## src/rtl/sd_spi_master.sv

```systemverilog
// SPI mode-0 master for the DivMMC SD-card data port: one byte per start strobe,
// with a one-byte pending slot that throttles the Z80 through WAIT when it is full.
module sd_spi_master #(
  parameter int FAST_DIV = 0,
  parameter int SLOW_DIV = 63
) (
  input  logic       clock,
  input  logic       reset,
  input  logic       start,
  input  logic [7:0] tx_data,
  input  logic       slow_mode,
  input  logic       clr_ovr,
  input  logic       spi_miso,
  output logic       spi_sck,
  output logic       spi_mosi,
  output logic [7:0] rx_data,
  output logic       busy,
  output logic       done,
  output logic       wait_n,
  output logic       overrun,
  output logic       dbg_state
);

  // Handshake: start is a one-cycle request with no ready; flow control is wait_n
  // (low while the pending slot is occupied), and a start seen with the slot full is dropped.
  typedef enum logic {
    S_IDLE = 1'b0,
    S_XFER = 1'b1
  } state_t;

  localparam logic [7:0] LP_FAST = 8'(FAST_DIV);
  localparam logic [7:0] LP_SLOW = 8'(SLOW_DIV);

  state_t     r_state;
  state_t     w_state_next;
  logic [7:0] r_cnt;
  logic [7:0] r_div;
  logic [2:0] r_bit;
  logic [7:0] r_tx;
  logic [7:0] r_rx;
  logic [7:0] r_slot;
  logic       r_slot_full;
  logic       r_sck;
  logic       r_mosi;
  logic [7:0] r_rx_data;
  logic       r_done;
  logic       r_wait_n;
  logic       r_ovr;

  logic       w_hp_end;
  logic       w_last;
  logic       w_load_pend;
  logic       w_load_new;
  logic       w_load;
  logic [7:0] w_load_byte;
  logic       w_fill;
  logic       w_drop;
  logic [7:0] w_new_div;

  always_comb begin
    w_hp_end     = 1'b0;
    w_last       = 1'b0;
    w_load_pend  = 1'b0;
    w_load_new   = 1'b0;
    w_load       = 1'b0;
    w_load_byte  = tx_data;
    w_fill       = 1'b0;
    w_drop       = 1'b0;
    w_new_div    = slow_mode ? LP_SLOW : LP_FAST;
    w_state_next = r_state;

    w_hp_end    = (r_state == S_XFER) && (r_cnt == r_div);
    // The sixteenth half-period is the falling edge after the eighth bit.
    w_last      = w_hp_end && r_sck && (r_bit == 3'd7);
    w_load_pend = w_last && r_slot_full;
    w_load_new  = start && ((r_state == S_IDLE) || (w_last && !r_slot_full));
    w_load      = w_load_pend || w_load_new;
    w_load_byte = w_load_pend ? r_slot : tx_data;
    w_fill      = start && (r_state == S_XFER) && !w_load_new && (!r_slot_full || w_last);
    w_drop      = start && (r_state == S_XFER) && r_slot_full && !w_last;

    unique case (r_state)
      S_IDLE: if (start) w_state_next = S_XFER;
      S_XFER: if (w_last && !w_load) w_state_next = S_IDLE;
      default: w_state_next = S_IDLE;
    endcase
  end

  always_ff @(posedge clock or negedge reset) begin
    if (!reset) r_state <= S_IDLE;
    else        r_state <= w_state_next;
  end

  always_ff @(posedge clock or negedge reset) begin
    if (!reset) begin
      r_cnt       <= 8'd0;
      r_div       <= 8'd0;
      r_bit       <= 3'd0;
      r_tx        <= 8'hFF;
      r_rx        <= 8'hFF;
      r_slot      <= 8'h00;
      r_slot_full <= 1'b0;
      r_sck       <= 1'b0;
      r_mosi      <= 1'b1;
      r_rx_data   <= 8'hFF;
      r_done      <= 1'b0;
      r_wait_n    <= 1'b1;
      r_ovr       <= 1'b0;
    end else begin
      r_done   <= w_last;
      r_wait_n <= ~r_slot_full;
      if (w_last) r_rx_data <= r_rx;

      if (w_drop)       r_ovr <= 1'b1;
      else if (clr_ovr) r_ovr <= 1'b0;

      if (w_fill) begin
        r_slot      <= tx_data;
        r_slot_full <= 1'b1;
      end else if (w_load_pend) begin
        r_slot_full <= 1'b0;
      end

      if (w_load) begin
        r_tx   <= w_load_byte;
        r_mosi <= w_load_byte[7];
        r_div  <= w_new_div;
        r_cnt  <= 8'd0;
        r_bit  <= 3'd0;
        r_sck  <= 1'b0;
      end else if (w_last) begin
        r_sck  <= 1'b0;
        r_mosi <= 1'b1;
        r_cnt  <= 8'd0;
        r_bit  <= 3'd0;
      end else if (w_hp_end) begin
        r_cnt <= 8'd0;
        if (r_sck) begin
          r_sck  <= 1'b0;
          r_tx   <= {r_tx[6:0], 1'b1};
          r_mosi <= r_tx[6];
          r_bit  <= r_bit + 3'd1;
        end else begin
          r_sck <= 1'b1;
          r_rx  <= {r_rx[6:0], spi_miso};
        end
      end else if (r_state == S_XFER) begin
        r_cnt <= r_cnt + 8'd1;
      end
    end
  end

  assign spi_sck   = r_sck;
  assign spi_mosi  = r_mosi;
  assign rx_data   = r_rx_data;
  assign busy      = (r_state == S_XFER);
  assign done      = r_done;
  assign wait_n    = r_wait_n;
  assign overrun   = r_ovr;
  assign dbg_state = r_state;

endmodule

```

## config.mk

```make
export PLATFORM = sky130hd
export DESIGN_NAME = sd_spi_master
export DESIGN_NICKNAME = d
export VERILOG_FILES = /design/src/rtl/sd_spi_master.sv
export SDC_FILE = /design/constraint.sdc
export NUM_CORES = 1
export LEC_CHECK = 0
export ABC_AREA = 1
export ABC_CLOCK_PERIOD_IN_PS = 1800
export BUFFER_PORTS_ARGS = -buffer_cell sky130_fd_sc_hd__clkbuf_2
export CORE_MARGIN = 10
export CORE_UTILIZATION = 45
export CTS_CLUSTER_SIZE = 25
export DETAILED_ROUTE_END_ITERATION = 10
export PLACE_DENSITY = 0.74
export SLEW_MARGIN = 10
export SYNTH_ARGS = -nofsm -noshare
export SYNTH_HDL_FRONTEND = slang
export SYNTH_SLANG_ARGS = --single-unit
```

## constraint.sdc

```tcl
create_clock -name clock -period 1.8 [get_ports clock]
set_input_delay 0.09 -clock clock [delete_from_list [all_inputs] [get_ports clock]]
set_output_delay 0.09 -clock clock [all_outputs]
set_load 0.01 [all_outputs]
```

## Yosys cells after proc, flatten, opt, wreduce, memory -nomap -nowiden

Cells that the tools add are included.

- Reductions and logical operators: 29
- $add $sub $neg: 2
- Equal/unequal tests: 3
- Bitwise gates (word level): 5
- Mux-type cells: 29

Operators by type and width:

| kind | count |
|---|---|
| $mux W8 | 5 |
| $mux W7 | 4 |
| $mux W1 | 14 |
| $logic_and A1 B1 Y1 | 12 |
| $mux W3 | 4 |
| $add A8 B1 Y8 const B | 1 |
| $eq A8 B8 Y1 | 1 |
| $reduce_bool A2 Y1 | 4 |
| $mux W6 | 1 |
| $reduce_bool A3 Y1 | 2 |
| $not A1 Y1 | 5 |
| $logic_not A1 Y1 | 4 |
| $reduce_and A4 Y1 | 1 |
| $reduce_bool A4 Y1 | 1 |
| $add A3 B1 Y3 const B | 1 |
| $eq A3 B3 Y1 const B | 1 |
| $logic_or A1 B1 Y1 | 3 |
| $reduce_and A3 Y1 | 1 |
| $ne A2 B1 Y1 const B | 1 |
| $pmux W1 S2 | 1 |
| $reduce_and A2 Y1 | 1 |

- Register bits after elaboration: 57
- Output and inout port bits: 15
- Input port bits: 14
- Logic and storage cells: 82

## Logic depth before layout (Yosys ltp)

- Depth in word-level cells: 12
- Gate-level depth with buffers: 15
- Gate-level depth less buffers: 14

## Worst setup path after synthesis

Ideal clock, no wire load.

- Kind: reg-to-reg
- From: register r_state, in the netlist busy
- To: register r_slot[2]
- Cell stages (with the launch flop): 11
- Period minus slack after synthesis: 1.700 ns
- Arrival: 1.574 ns
- Path buffers: 1
- Path slack: 0.100 ns
- Required time: 1.674 ns
- Cell sequence: dfrtp_1 > inv_1 > nor3_1 > nand2_1 > nor2_4 > nand3_4 > clkinv_2 > nor2_2 > nor3_4 > buf_6 > o21ai_0

- Word-level cells in the longest chain between the ends: 9
- Elaborated cells on any way between the ends: 12

Ends and longest elaborated chain:

| element | line | text |
|---|---|---|
| start, declared | 34 | `state_t r_state;` |
| start signal, assigned | 91 | `else r_state <= w_state_next;` |
| $logic_and A1 B1 Y1 * | 72 | `w_hp_end = (r_state == S_XFER) && (r_cnt == r_div);` |
| $logic_and A1 B1 Y1 * (2 in a row) | 74 | `w_last = w_hp_end && r_sck && (r_bit == 3'd7);` |
| net w_last | 51 | `logic w_last;` |
| $logic_and A1 B1 Y1 | 76 | `w_load_new = start && ((r_state == S_IDLE) \|\| (w_last && !r_slot_full));` |
| $logic_or A1 B1 Y1 | 76 |  |
| $logic_and A1 B1 Y1 | 76 |  |
| $logic_not A1 Y1 | 79 | `w_fill = start && (r_state == S_XFER) && !w_load_new && (!r_slot_full \|\| w_last);` |
| $logic_and A1 B1 Y1 | 79 |  |
| $logic_and A1 B1 Y1 * | 79 |  |
| end signal, assigned | 118 | `r_slot <= tx_data;` |
| end, declared | 41 | `logic [7:0] r_slot;` |

The timed path passes the listed nets; every way through them passes the cells marked *.
A chain may end at the register's enable or synchronous reset.

## Worst setup path in the final report

- From: register r_bit[0]
- To: register r_slot[1]

- Word-level cells in the longest chain between the ends: 8
- Elaborated cells on any way between the ends: 9

Ends and longest elaborated chain:

| element | line | text |
|---|---|---|
| start, declared | 38 | `logic [2:0] r_bit;` |
| start signal, assigned | 142 | `r_bit <= r_bit + 3'd1;` |
| $eq A3 B3 Y1 * | 74 |  |
| $logic_and A1 B1 Y1 * | 74 |  |
| $logic_and A1 B1 Y1 | 76 |  |
| $logic_or A1 B1 Y1 | 76 |  |
| $logic_and A1 B1 Y1 | 76 |  |
| $logic_not A1 Y1 | 79 |  |
| $logic_and A1 B1 Y1 | 79 |  |
| $logic_and A1 B1 Y1 * | 79 |  |

Every way passes the cells marked *; elsewhere a longest branch is shown, timed or not.

==> reports/qor.yml <==
outcome: "completed"
dr.pass1.iters: 4
critical_path.startpoint: "r_bit[0]$_DFFE_PN0P_"
grt_first_pass_wirelength_um: 9200
drt_wl_total_um: 5410
syn_area_um2: 2540
ys.flop_type: "dfstp_2"
clkSinkCount: 50
drc: 0
whs_ps: 3.62
clk_latency_ps: 310
antenna_left: 0
dpl_worst_slack_ps: -29.9
critical_path_class: "reg -> reg"
ioPinCount: 29
initial_core_util_pct: 46.3
globalRouteTotalUtil_pct: 12.7
synthDominantCellAreaShare_pct: 25.9
synthArstFlopShare_pct: 100
numPortBuffers: 28
cp-start-kind: "register"
grt_pass1_vias: 2018
place_congestion: 0.911
grt_max_degree: 30
htreeDepth: 2
synth_warnings: 0
end_kind: "register"
crit_path_end: "r_slot[1]$_DFFE_PN0P_"
critPathArrivalTime_ps: 2020
syn_area_per_cell_um2: 7.93
max_cap_violations: 0
antenna_found_initial: 0
vias_per_cell: 4.74
rsz0062_at_grt: "true"
drtIter0Drc: 112
layout.cells.non_filler: 448
layout-drive-gt1-share_pct: 31.4
relSlewSlack_pct: 60.9
finalMaxSlewViolations: 0
core_area_um2: 5470
post_drt_wl_per_cell_um: 12.1
yosysTopAreaCell: "dfstp_2"
fp.dieH_um: 95.1
clk_path_buf_depth: 2
most-common-layout-cells: "nand2_1, inv_1, clkbuf_2, dfrtp_1, dfstp_2"
setup_tns_ps: 0
timing.reg2reg.setup_slack_ps: 6
cts_root_buffer: "clkbuf_8"
ir_drop_mv: 0.834
syn_to_final_growth_pct: 23.1
period_needed_ps: 1790
seq_area_frac_synth_pct: 50.6
syn-num-nets: 337
hp-start: "tx_data[2]"
fill_cells: 513
r2r-start: "r_bit[0]$_DFFE_PN0P_"
cp_max_fo: 13
dieArea_um2: 9040
powerDensity_nw_per_um2: 1420
fin_skew_ps: 10.7
rows: 27
layout.nets: 392
grt_overflow: 0
hold_path.class: "in -> reg"
n_antenna_cell: 0
cts_tree: "done"
tightest_slew_ps: 586
hold_violations: 0
fmax_ghz: 0.557
ys_types: 30
detailed_place_hpwl_um: 4060
finalCritPeriodShare_pct: 99.7
ys_ff_latch: 50
vias: 2123
cts_buffers: 5
required_ps: 2020
r2r_cells: 9
power.leakage_nw: 1.63
syn_inst: 320
final_common_cell: "nand2_1"
numPlacedInstances: 432
fp.dieW_um: 95.1
clkSlewWorstSetupHoldPaths_ps: 90
r2r-end: "r_slot[1]$_DFFE_PN0P_"
synth_area_leaders: "dfstp_2, dfrtp_1, nand2_1"
synth_edf_count: 0
setup_ws_ps: 6.26
finalSetupViolCount: 0
worst min path at each step:
stage | endpoint | cells after the start | slack (ps)
finish | r_slot[2]$_DFFE_PN0P_ | 3 | 4
global route | r_slot[2]$_DFFE_PN0P_ | 3 | 30
floorplan | busy$_DFF_PN0_ | 0 | -210
global placement | r_cnt[2]$_DFFE_PN0P_ | 1 | 130
CTS | r_slot[2]$_DFFE_PN0P_ | 3 | 2
detailed placement | r_cnt[2]$_DFFE_PN0P_ | 1 | 120
registers in the layout, summed over array words and instances (netlist names):
| signal | cells |
|---|---|
| busy | 1 |
| done | 1 |
| overrun | 1 |
| r_bit | 3 |
| r_cnt | 8 |
| r_div | 1 |
| r_rx | 8 |
| r_slot | 8 |
| r_slot_full | 1 |
| r_tx | 7 |
| rx_data | 8 |
| spi_mosi | 1 |
| spi_sck | 1 |
| wait_n | 1 |
what timing repair did:
| item | in CTS | in global routing |
|---|---|---|
| endpoints found under the hold margin | 16 | 0 |
| pin swaps | 4 | 7 |
| endpoints found under the setup margin | 7 | 38 |
| hold buffers | 4 | 0 |
| setup buffers | 2 | 2 |
| gates resized for setup | 6 | 23 |
power by group:
part,internal (mW),switching [mW],total [mW]
clock network,0.273,0.372,0.646
logic,0.729,1.12,1.85
registers,1.68,0.250,1.93
total,2.69,1.74,4.43
stage by stage:
step                instance area [um2]  power, mW  util, %
floorplan                          2540       3.11        -
global placement                   2890       3.61     52.7
detailed placement                 2890       3.67     52.7
CTS                                3050       4.36     55.7
global route                       3120       4.84     57.0
finish                             3120       4.43     57.0
layer usage:
metal / part of all wire, % / track usage (%)
met5: 0 / 0
met4: 1.8 / 4.49
met3: 4.5 / 3.30
met2: 47 / 20.0
met1: 47 / 16.5
Yosys cell counts (3+ instances only):
cell type	number
a21oi_1	3
dfrtp_1	25
dfstp_2	25
ha_1	3
inv_1	52
nand2_1	103
nand2_2	7
nand3_1	22
nor2_1	19
nor3_1	4
o21ai_0	25
o21ai_1	4
xor2_1	3
cell families (layout without fill, tap and decap cells):
family / after synthesis / after routing / share of synthesized area (%)
XOR/XNOR: 3 / 3 / 1.04
buffers and inverters: 62 / 118 / 10.2
flip-flops: 50 / 50 / 50.6
AND/OR/NAND/NOR: 166 / 166 / 29.2
AO/OA/AOI/OAI: 36 / 36 / 7.55
adder cells (fa/ha/maj): 3 / 3 / 1.48
worst max-delay path: stages, from the launching register on:
cell     delay (ps)
dfrtp_1         410
ha_1            220
ha_1            240
nand4_1         170
buf_4           140
inv_4            30
nor3_4          210
buf_12          160
nand2_1          50
o21ai_1          80
area by class of cell:
type	count	area (um2)	share of cell area (%)
repair buffers	56	393	12.6
multi-input cells	208	1060	33.9
inverters	54	206	6.61
clock inverters	3	21.3	0.681
well taps	72	90.1	2.89
clock buffers	5	68.8	2.20
flip-flops and latches	50	1280	41.1
No activity file was read; power rests on OpenSTA's default activity.
